**config.mk**
```make
export PLATFORM = sky130hd
export DESIGN_NAME = multicycle_control_flat
export DESIGN_NICKNAME = d
export VERILOG_FILES = /design/src/rtl/multicycle_control_if.sv /design/src/rtl/multicycle_control.sv /design/src/flat_wrapper.sv
export SDC_FILE = /design/constraint.sdc
export NUM_CORES = 1
export LEC_CHECK = 0
export BUFFER_PORTS_ARGS = -buffer_cell sky130_fd_sc_hd__buf_2
export CORE_MARGIN = 1
export CORE_UTILIZATION = 55
export DETAILED_ROUTE_END_ITERATION = 10
export GPL_TIMING_DRIVEN = 0
export PLACE_DENSITY_LB_ADDON = 0.25
export SYNTH_ARGS = -nofsm -noshare
export SYNTH_HDL_FRONTEND = slang
export SYNTH_SLANG_ARGS = --single-unit
```
**constraint.sdc**
```tcl
create_clock -name CLK -period 3.8 [get_ports CLK]
set_clock_uncertainty 0.1 [all_clocks]
set_input_delay 0.76 -clock CLK [delete_from_list [all_inputs] [get_ports CLK]]
set_output_delay 0.76 -clock CLK [all_outputs]
set_load 0.05 [all_outputs]
```
**src/rtl/multicycle_control_if.sv**
```systemverilog
// Control/datapath bundle for the multicycle controller.
// master = datapath side, slave = controller side.
interface multicycle_control_if;
  logic [10:0] Opcode;
  logic        Zero;
  logic        IMemReady;
  logic        DMemReady;
  logic        IMemReq;
  logic        IRWrite;
  logic [2:0]  SignExtCtrl;
  logic        ALUSrc;
  logic [1:0]  ALUOp;
  logic        DMemReq;
  logic        MemWrite;
  logic        MemtoReg;
  logic        RegWrite;
  logic        PCWrite;
  logic        PCSrc;
  logic        Illegal;
  logic [2:0]  State;
  logic [31:0] RetireCount;

  modport master (
    output Opcode, Zero, IMemReady, DMemReady,
    input  IMemReq, IRWrite, SignExtCtrl, ALUSrc,
    input  ALUOp, DMemReq, MemWrite, MemtoReg,
    input  RegWrite, PCWrite, PCSrc, Illegal,
    input  State, RetireCount
  );

  modport slave (
    input  Opcode, Zero, IMemReady, DMemReady,
    output IMemReq, IRWrite, SignExtCtrl, ALUSrc,
    output ALUOp, DMemReq, MemWrite, MemtoReg,
    output RegWrite, PCWrite, PCSrc, Illegal,
    output State, RetireCount
  );
endinterface

```
**src/rtl/multicycle_control.sv**
```systemverilog
// Multicycle controller: FETCH/DECODE/EXEC/ADDR/MEM/WB/BRANCH FSM
// with registered sign-extend select and a retired-instruction counter.
module multicycle_control (
  input logic CLK,
  input logic Reset,
  multicycle_control_if.slave bus
);

  localparam logic [2:0] S_FETCH  = 3'd0;
  localparam logic [2:0] S_DECODE = 3'd1;
  localparam logic [2:0] S_EXEC   = 3'd2;
  localparam logic [2:0] S_ADDR   = 3'd3;
  localparam logic [2:0] S_MEM    = 3'd4;
  localparam logic [2:0] S_WB     = 3'd5;
  localparam logic [2:0] S_BRANCH = 3'd6;

  localparam logic [2:0] C_R   = 3'd0;
  localparam logic [2:0] C_I   = 3'd1;
  localparam logic [2:0] C_LD  = 3'd2;
  localparam logic [2:0] C_ST  = 3'd3;
  localparam logic [2:0] C_B   = 3'd4;
  localparam logic [2:0] C_CB  = 3'd5;
  localparam logic [2:0] C_IM  = 3'd6;
  localparam logic [2:0] C_ILL = 3'd7;

  logic [2:0]  state;
  logic [2:0]  nxt;
  logic [2:0]  cls;
  logic [2:0]  dec;
  logic [2:0]  sext;
  logic [31:0] retire_cnt;

  logic        imem_req;
  logic        ir_write;
  logic        alu_src;
  logic [1:0]  alu_op;
  logic        dmem_req;
  logic        mem_write;
  logic        mem_to_reg;
  logic        reg_write;
  logic        pc_write;
  logic        pc_src;
  logic        illegal;

  // Opcode class decode
  always_comb begin
    dec = C_ILL;
    unique casez (bus.Opcode)
      11'b10001011000,
      11'b11001011000,
      11'b10001010000,
      11'b10101010000: dec = C_R;
      11'b1001000100?,
      11'b1101000100?: dec = C_I;
      11'b11111000010: dec = C_LD;
      11'b11111000000: dec = C_ST;
      11'b000101?????: dec = C_B;
      11'b10110100???: dec = C_CB;
      11'b110100101??: dec = C_IM;
      default:         dec = C_ILL;
    endcase
  end

  // Next-state logic; code 7 falls back to FETCH
  always_comb begin
    nxt = S_FETCH;
    case (state)
      S_FETCH:
        nxt = bus.IMemReady ? S_DECODE : S_FETCH;
      S_DECODE:
        case (dec)
          C_R, C_I, C_IM: nxt = S_EXEC;
          C_LD, C_ST:     nxt = S_ADDR;
          C_B, C_CB:      nxt = S_BRANCH;
          default:        nxt = S_FETCH;
        endcase
      S_EXEC:   nxt = S_WB;
      S_ADDR:   nxt = S_MEM;
      S_MEM:
        if (!bus.DMemReady) nxt = S_MEM;
        else if (cls == C_LD) nxt = S_WB;
        else nxt = S_FETCH;
      S_WB:     nxt = S_FETCH;
      S_BRANCH: nxt = S_FETCH;
      default:  nxt = S_FETCH;
    endcase
  end

  // Control outputs per state, forced low while Reset is high
  always_comb begin
    imem_req   = 1'b0;
    ir_write   = 1'b0;
    alu_src    = 1'b0;
    alu_op     = 2'b00;
    dmem_req   = 1'b0;
    mem_write  = 1'b0;
    mem_to_reg = 1'b0;
    reg_write  = 1'b0;
    pc_write   = 1'b0;
    pc_src     = 1'b0;
    illegal    = 1'b0;
    if (!Reset) begin
      case (state)
        S_FETCH: begin
          imem_req = 1'b1;
          ir_write = bus.IMemReady;
        end
        S_DECODE: begin
          if (dec == C_ILL) begin
            illegal  = 1'b1;
            pc_write = 1'b1;
          end
        end
        S_EXEC: begin
          alu_src = (cls == C_I) || (cls == C_IM);
          if (cls == C_R) alu_op = 2'b10;
          else if (cls == C_IM) alu_op = 2'b01;
          else alu_op = 2'b00;
        end
        S_ADDR: begin
          alu_src = 1'b1;
        end
        S_MEM: begin
          dmem_req  = 1'b1;
          mem_write = (cls == C_ST);
          pc_write  = bus.DMemReady && (cls == C_ST);
        end
        S_WB: begin
          reg_write  = 1'b1;
          mem_to_reg = (cls == C_LD);
          pc_write   = 1'b1;
        end
        S_BRANCH: begin
          alu_op   = 2'b01;
          pc_write = 1'b1;
          pc_src   = (cls == C_B) ? 1'b1 : bus.Zero;
        end
        default: ;
      endcase
    end
  end

  // State and latched instruction class
  always_ff @(posedge CLK) begin
    if (Reset) begin
      state <= S_FETCH;
      cls   <= C_R;
    end else begin
      state <= nxt;
      if (state == S_DECODE) cls <= dec;
    end
  end

  // Sign-extend select, held from one DECODE to the next
  always_ff @(posedge CLK) begin
    if (Reset) begin
      sext <= 3'b000;
    end else if (state == S_DECODE) begin
      case (dec)
        C_I:        sext <= 3'b000;
        C_LD, C_ST: sext <= 3'b001;
        C_B:        sext <= 3'b010;
        C_CB:       sext <= 3'b011;
        C_IM:       sext <= 3'b100;
        default:    sext <= sext;
      endcase
    end
  end

  // Retired-instruction counter; skipped opcodes do not count
  always_ff @(posedge CLK) begin
    if (Reset) begin
      retire_cnt <= 32'd0;
    end else if (pc_write && !illegal) begin
      retire_cnt <= retire_cnt + 32'd1;
    end
  end

  assign bus.IMemReq     = imem_req;
  assign bus.IRWrite     = ir_write;
  assign bus.SignExtCtrl = sext;
  assign bus.ALUSrc      = alu_src;
  assign bus.ALUOp       = alu_op;
  assign bus.DMemReq     = dmem_req;
  assign bus.MemWrite    = mem_write;
  assign bus.MemtoReg    = mem_to_reg;
  assign bus.RegWrite    = reg_write;
  assign bus.PCWrite     = pc_write;
  assign bus.PCSrc       = pc_src;
  assign bus.Illegal     = illegal;
  assign bus.State       = state;
  assign bus.RetireCount = retire_cnt;

endmodule

```
**src/flat_wrapper.sv**
```systemverilog
// flat-port wrapper written by rule: the top's interface ports become plain ports
module multicycle_control_flat 
  (CLK, Reset, bus_Opcode, bus_Zero, bus_IMemReady, bus_DMemReady, bus_IMemReq, bus_IRWrite, bus_SignExtCtrl, bus_ALUSrc, bus_ALUOp, bus_DMemReq, bus_MemWrite, bus_MemtoReg, bus_RegWrite, bus_PCWrite, bus_PCSrc, bus_Illegal, bus_State, bus_RetireCount);
  multicycle_control_if bus_i ();
  input logic CLK;
  input logic Reset;
  input wire logic [$bits(bus_i.Opcode)-1:0] bus_Opcode;
  input wire logic [$bits(bus_i.Zero)-1:0] bus_Zero;
  input wire logic [$bits(bus_i.IMemReady)-1:0] bus_IMemReady;
  input wire logic [$bits(bus_i.DMemReady)-1:0] bus_DMemReady;
  output wire logic [$bits(bus_i.IMemReq)-1:0] bus_IMemReq;
  output wire logic [$bits(bus_i.IRWrite)-1:0] bus_IRWrite;
  output wire logic [$bits(bus_i.SignExtCtrl)-1:0] bus_SignExtCtrl;
  output wire logic [$bits(bus_i.ALUSrc)-1:0] bus_ALUSrc;
  output wire logic [$bits(bus_i.ALUOp)-1:0] bus_ALUOp;
  output wire logic [$bits(bus_i.DMemReq)-1:0] bus_DMemReq;
  output wire logic [$bits(bus_i.MemWrite)-1:0] bus_MemWrite;
  output wire logic [$bits(bus_i.MemtoReg)-1:0] bus_MemtoReg;
  output wire logic [$bits(bus_i.RegWrite)-1:0] bus_RegWrite;
  output wire logic [$bits(bus_i.PCWrite)-1:0] bus_PCWrite;
  output wire logic [$bits(bus_i.PCSrc)-1:0] bus_PCSrc;
  output wire logic [$bits(bus_i.Illegal)-1:0] bus_Illegal;
  output wire logic [$bits(bus_i.State)-1:0] bus_State;
  output wire logic [$bits(bus_i.RetireCount)-1:0] bus_RetireCount;
  assign bus_i.Opcode = bus_Opcode;
  assign bus_i.Zero = bus_Zero;
  assign bus_i.IMemReady = bus_IMemReady;
  assign bus_i.DMemReady = bus_DMemReady;
  assign bus_IMemReq = bus_i.IMemReq;
  assign bus_IRWrite = bus_i.IRWrite;
  assign bus_SignExtCtrl = bus_i.SignExtCtrl;
  assign bus_ALUSrc = bus_i.ALUSrc;
  assign bus_ALUOp = bus_i.ALUOp;
  assign bus_DMemReq = bus_i.DMemReq;
  assign bus_MemWrite = bus_i.MemWrite;
  assign bus_MemtoReg = bus_i.MemtoReg;
  assign bus_RegWrite = bus_i.RegWrite;
  assign bus_PCWrite = bus_i.PCWrite;
  assign bus_PCSrc = bus_i.PCSrc;
  assign bus_Illegal = bus_i.Illegal;
  assign bus_State = bus_i.State;
  assign bus_RetireCount = bus_i.RetireCount;
  multicycle_control u_core (.CLK(CLK), .Reset(Reset), .bus(bus_i));
endmodule
```
==> results of run 1 <==
worst max-delay path: stages:
cell and delay (ns):
buf_2 0.12, nor4bb_1 0.56, nand4_1 0.31, nand4_1 0.20
nor3_2 0.06, nand2b_1 0.16, buf_2 0.22
kinds of logic (layout without fill, tap and decap cells):
group,Yosys count,count (layout),share of synthesized area (%)
buf+inv,14,87,2.43
fa+ha+maj,1,1,0.578
compound gates,49,49,13.3
xor+xnor,18,18,7.28
flops,41,41,37.9
simple gates,148,148,38.1
mux,1,1,0.462
power by group:
part           total (mW)  switching (mW)  internal (mW)
Sequential          0.438         0.00550          0.432
Combinational      0.0612          0.0401         0.0210
Clock               0.314           0.149          0.164
layer usage:
metal	GRT usage (%)	routed length, µm	vias to the layer above
met4	7.22	51	0
met3	6.69	303	6
met1	35.9	2580	1091
met2	44.1	2490	79
met5	0	0	-
li1	-	-	1144
registers in the layout, summed over array words and instances, names as in the netlist:
| register | cells |
|---|---|
| u_core.bus.State | 3 |
| u_core.bus.SignExtCtrl | 3 |
| u_core.cls | 3 |
| u_core.bus.RetireCount | 32 |
final timing paths:
path                                                                 to                              startpoint  slack (ns)
worst max-delay path                                        bus_PCWrite                           bus_Opcode[3]        0.54
worst min register to register   u_core.bus.SignExtCtrl[0]$_SDFFE_PP0P_  u_core.bus.SignExtCtrl[0]$_SDFFE_PP0P_        0.39
worst min-delay path             u_core.bus.SignExtCtrl[0]$_SDFFE_PP0P_  u_core.bus.SignExtCtrl[0]$_SDFFE_PP0P_        0.39
worst max register to register  u_core.bus.RetireCount[25]$_SDFFE_PP0P_              u_core.cls[0]$_SDFFE_PP0P_        1.48
placed cells by master, fill, tap and decap left out, types with 2 or more instances in the layout:
cell and count:
clkbuf_8 7, or3_1 12, a21oi_1 19, a211oi_1 3
nor2b_1 4, or4_1 2, nor4_1 6, and2_1 6
xor2_1 10, nand2b_1 4, nor4bb_1 2, or2_2 3
xnor2_1 8, nor3b_1 4, and3_1 5, clkbuf_1 8
nand2_1 20, o21ai_0 17, buf_2 65, o21a_1 2
inv_1 5, and4_1 3, and4b_1 2, dfxtp_1 41
nor2_1 30, nor3_1 6, nor4b_1 2, nand4_1 18
nand4b_1 2, nand3_1 13
cell type report:
class	instances	area, µm²	area share, %
Multi-Input combinational cell	217	1300	48.8
Sequential cell	41	821	30.9
Timing Repair Buffer	65	325	12.2
Clock buffer	7	96.3	3.63
Tap cell	48	60.1	2.26
Buffer	9	33.8	1.27
Inverter	5	18.8	0.706
Clock inverter	1	5.00	0.188
==> results by group, run 1 <==
CTS
  • Post-CTS Setup Repair Bufs: 0
  • CTS tree: built
  • CTS root buffer: clkbuf_8
  • # hold bufs at CTS: 0
  • CTS max path bufs: 2
  • Clock Pin Slew Worst Setup and Hold Paths: 0.07 ns
  • PostCTS Resize Cnt: 0
  • Sink Count: 41
  • Skew-Pair Late Insertion Delay: 0.30 ns
  • CTS Buf Count: 5
  • H-Tree Depth: 2

Synthesis
  • Most numerous cell in the Yosys netlist: dfxtp_1
  • Synth Instances: 272
  • Top_reg_cell synth: dfxtp_1
  • Synthesized flop and latch total: 41
  • Syn nets: 289
  • Sequential area share after synthesis: 37.9%
  • Avg Cell Area, Syn: 7.96 µm²
  • Most instantiated cells after synthesis: dfxtp_1, nor2_1, nand2_1
  • Synth cell types: 42
  • Synth top area cells: dfxtp_1, nand4_1, nor2_1
  • Mapped Area: 2170 µm²
  • YS warnings: 0
  • Post-synth EDFFs: 0
  • Area leader, netlist: dfxtp_1
  • Asr flop ratio synth: 0%
  • Top cell type's share of synthesized area: 37.9%

Setup path
  • Crit path required time: 2.94 ns
  • Crit path max fanout: 4
  • Worst Path Class, Setup: input port to output port
  • CP Launch Type: input port
  • Critical Path Sink Type: output port
  • Arrival @ worst endpoint: 2.40 ns
  • Worst reg-to-reg path cell count: 6

Pwr
  • Worst vdd ir: 0.000232 V
  • Lkg Pwr: 1.08 nW
  • PwrDens: 306 nW/µm²
  • Pwr Total: 0.813 mW

Placed design
  • Cells after DPL: 385
  • Port Buffers: 65
  • Cell Area, Placed: 2560 µm²
  • Gp weighted congestion: 0.835
  • Setup WS pre-CTS: 0.590 ns
  • DP Wirelength: 3800 µm

Drt
  • Routed wire length: 5430 µm
  • Initial drt markers: 169
  • WL per Instance: 13.8 µm
  • Drt drc: 0
  • Total number of vias: 2320
  • TritonRoute pass-1 iters: 4
  • Avg Vias per Cell: 5.90
  • Antenna Nets Post-Route: 0

Timing
  • Setup ws final: 0.536 ns
  • Max Slew Vio Count: 0
  • Final total negative setup slack: 0 ns
  • Fin crit period: 3.26 ns
  • Relative slew slack: 59.1%
  • Setup Viol. Count Final: 0
  • Peak Freq: 306 MHz
  • RSZ-0062 raised after global routing: no
  • Final Hold Fails: 0
  • Worst hold slack: 0.391 ns
  • Measured slew at the worst slew-check pin: 0.606 ns
  • Final Cycle Share: 85.9%

Die
  • Die footprint: 4190 µm²
  • Num rows: 22
  • Core ar.: 3720 µm²
  • Die Ht: 64.8 µm
  • Starting density of the core: 58.3%
  • # IOs: 66
  • Die span in x: 64.8 µm

Worst hold path
  • Hold path depth: 2
  • Hold Path Class: register to register

Final layout
  • Fill count: 334
  • Share of layout cells above drive strength 1: 22.9%
  • Utilization after layout: 71.5%
  • Design area: 2660 µm²
  • Syn-to-layout area delta: 22.7%
  • NumNets Final: 361
  • Fin cells: 393
  • N_diodes: 0

Run
  • Max_cap viols: 0

Global route
  • Remaining global-route overflow: 0
  • First-pass GRT wire length: 8940 µm
  • Number of global-route vias before repair: 1978
  • Antenna violations before repair: 0
  • Total track usage: 27.3%
  • Pin count of the biggest net entering global routing: 13

Status
  • Status: complete, no violations
Power figures use the tool's default switching activity.
==> inputs of run 2 (changes only) <==
--- a/config.mk
+++ b/config.mk
@@ -6,7 +6,7 @@
 export NUM_CORES = 1
 export LEC_CHECK = 0
 export BUFFER_PORTS_ARGS = -buffer_cell sky130_fd_sc_hd__buf_2
-export CORE_MARGIN = 1
+export CORE_MARGIN = 2
 export CORE_UTILIZATION = 55
 export DETAILED_ROUTE_END_ITERATION = 10
 export GPL_TIMING_DRIVEN = 0
==> run 2 against run 1 <==
Global-route usage is 0.59 points lower. Sequential share of layout area is essentially flat. Worst hold slack worse by 0.0073 ns. Maximum frequency is 1.0% higher. Flip-flop and latch count is the same. Total power rose by 3.3%. Utilization increased by 0.067 points. Routed wire length barely moved. Design area is essentially flat. Largest power group unchanged.
==> results by group, run 2 (same netlist as run 1, synthesis figures left out) <==
Status
  • Status: complete, no violations (unchanged)

Timing
  • Max Slew Vio Count: 0 (unchanged)
  • Relative slew slack: 60.4% (was 59.1%)
  • Peak Freq: 310 MHz (was 306 MHz)
  • Final Cycle Share: 85.0% (was 85.9%)
  • RSZ-0062 raised after global routing: no (unchanged)
  • Setup Viol. Count Final: 0 (unchanged)
  • Fin crit period: 3.23 ns (was 3.26 ns)
  • Final Hold Fails: 0 (unchanged)
  • Setup ws final: 0.569 ns (was 0.536 ns)
  • Measured slew at the worst slew-check pin: 0.586 ns (was 0.606 ns)
  • Final total negative setup slack: 0 ns (unchanged)

CTS
  • CTS root buffer: clkbuf_8 (unchanged)
  • CTS tree: built (unchanged)
  • CTS max path bufs: 2 (unchanged)
  • CTS Buf Count: 5 (unchanged)
  • PostCTS Resize Cnt: 0 (unchanged)
  • H-Tree Depth: 2 (unchanged)
  • Skew-Pair Late Insertion Delay: 0.30 ns (about the same)
  • Clock Pin Slew Worst Setup and Hold Paths: 0.07 ns (about the same)
  • Sink Count: 41 (unchanged)
  • # hold bufs at CTS: 0 (unchanged)
  • Post-CTS Setup Repair Bufs: 0 (unchanged)

Final layout
  • Syn-to-layout area delta: 22.8% (was 22.7%)
  • Area taken by multi-input logic gates: 1300 µm² (unchanged)
  • NumNets Final: 361 (unchanged)
  • Fin cells: 392 (was 393)
  • Commonest non-fill, non-tap cell in the layout: buf_2 (unchanged)
  • Total area of sequential cells: 821 µm² (unchanged)
  • Fill count: 335 (was 334)
  • Commonest non-fill, non-tap cells in the layout: buf_2, dfxtp_1, nor2_1 (unchanged)
  • Share of layout cells above drive strength 1: 22.7% (was 22.9%)
  • Max reg flops: 32 (unchanged)
  • N_diodes: 0 (unchanged)

Drt
  • Drt drc: 0 (unchanged)
  • Routed wire length: 5420 µm (was 5430 µm)
  • Antenna Nets Post-Route: 0 (unchanged)
  • Total number of vias: 2308 (was 2320)
  • Avg Vias per Cell: 5.89 (was 5.90)
  • Initial drt markers: 118 (was 169)
  • TritonRoute pass-1 iters: 4 (unchanged)
  • WL per Instance: 13.8 µm (about the same)

Setup path
  • Worst Path Class, Setup: input port to output port (unchanged)
  • CP Launch Type: input port (unchanged)
  • Crit path required time: 2.94 ns (about the same)
  • Crit path max fanout: 4 (unchanged)
  • Reg-to-reg startpoint: u_core.cls[0]$_SDFFE_PP0P_ (unchanged)
  • Critical path startpoint: bus_Opcode[3] (unchanged)
  • Critical Path Sink Type: output port (unchanged)
  • Arrival @ worst endpoint: 2.37 ns (was 2.40 ns)

Placed design
  • Port Buffers: 65 (unchanged)
  • Gp weighted congestion: 0.842 (was 0.835)
  • Cells after DPL: 385 (unchanged)
  • DP Wirelength: 3980 µm (was 3800 µm)
  • Setup WS pre-CTS: 0.623 ns (was 0.590 ns)

Die
  • Die Ht: 66.8 µm (was 64.8 µm)
  • Num rows: 22 (unchanged)
  • Starting density of the core: 58.3% (unchanged)
  • Die span in x: 66.8 µm (was 64.8 µm)
  • Die footprint: 4460 µm² (was 4190 µm²)
  • # IOs: 66 (unchanged)
  • Core ar.: 3720 µm² (unchanged)

Worst hold path
  • Hold Path Class: register to register (unchanged)
  • HP Start: u_core.bus.SignExtCtrl[0]$_SDFFE_PP0P_ (unchanged)

Global route
  • Antenna violations before repair: 0 (unchanged)
  • Total track usage: 26.7% (was 27.3%)
  • First-pass GRT wire length: 9150 µm (was 8940 µm)
  • Remaining global-route overflow: 0 (unchanged)
  • Pin count of the biggest net entering global routing: 13 (unchanged)
  • Number of global-route vias before repair: 1990 (was 1978)

Pwr
  • PwrDens: 316 nW/µm² (was 306 nW/µm²)
  • Worst vdd ir: 0.000263 V (was 0.000232 V)
  • Lkg Pwr: 1.08 nW (about the same)
  • Pwr Total: 0.839 mW (was 0.813 mW)

Run
  • Max_cap viols: 0 (unchanged)
-- run 2: cell types whose count changed in the layout (fill, tap and decap cells not counted), sizes merged --
cell	delta
bufinv	+1
clkbuf	-2
-- run 2: stage by stage --
step,util [%],cell area [µm²],hold slack [ns]
3_3_place_gp,68.8,2560,0.370
4_1_cts,71.6,2660,0.389
3_5_place_dp,68.8,2560,0.380
5_1_grt,71.6,2660,0.414
6_report,71.6,2660,0.384
2_1_floorplan,-,2170,0.381
-- run 2: routing by layer --
metal | wire, µm | up-vias | global-route usage, % | part of all wire, %
met5 | 0 | - | 0 | 0
met4 | 77 | 0 | 8.93 | 1.4
met3 | 285 | 7 | 6.42 | 5.3
met2 | 2450 | 65 | 41.5 | 45
met1 | 2610 | 1100 | 36.1 | 48
li1 | - | 1136 | - | -
-- run 2: layout make-up --
class / instances / area share [%]
multi-input combinational: 217 / 48.8
inverter: 5 / 0.706
buffer: 9 / 1.27
clock buffer: 5 / 2.59
sequential: 41 / 30.9
timing repair buffer: 65 / 12.2
clock inverter: 2 / 1.32
tap: 48 / 2.26
-- run 2: path summary, 6_finish.rpt --
kind / end / slack (ns) / cells after the start
worst min register to register: u_core.bus.SignExtCtrl[0]$_SDFFE_PP0P_ / 0.38 / 2
worst max-delay path: bus_PCWrite / 0.57 / 7
worst max register to register: u_core.bus.RetireCount[26]$_SDFFE_PP0P_ / 1.53 / 5
worst min-delay path: u_core.bus.SignExtCtrl[0]$_SDFFE_PP0P_ / 0.38 / 2
-- run 2: worst max-delay path, cell delays in order --
cell	delay, ns
buf_2	0.12
nor4bb_1	0.55
nand4_1	0.30
nand4_1	0.20
nor3_2	0.06
nand2b_1	0.15
buf_2	0.22
-- run 2: power breakdown --
part	total (mW)	switching, mW	internal, mW
clock network	0.341	0.150	0.191
registers	0.438	0.00533	0.432
logic	0.0607	0.0397	0.0210
total	0.839	0.195	0.644
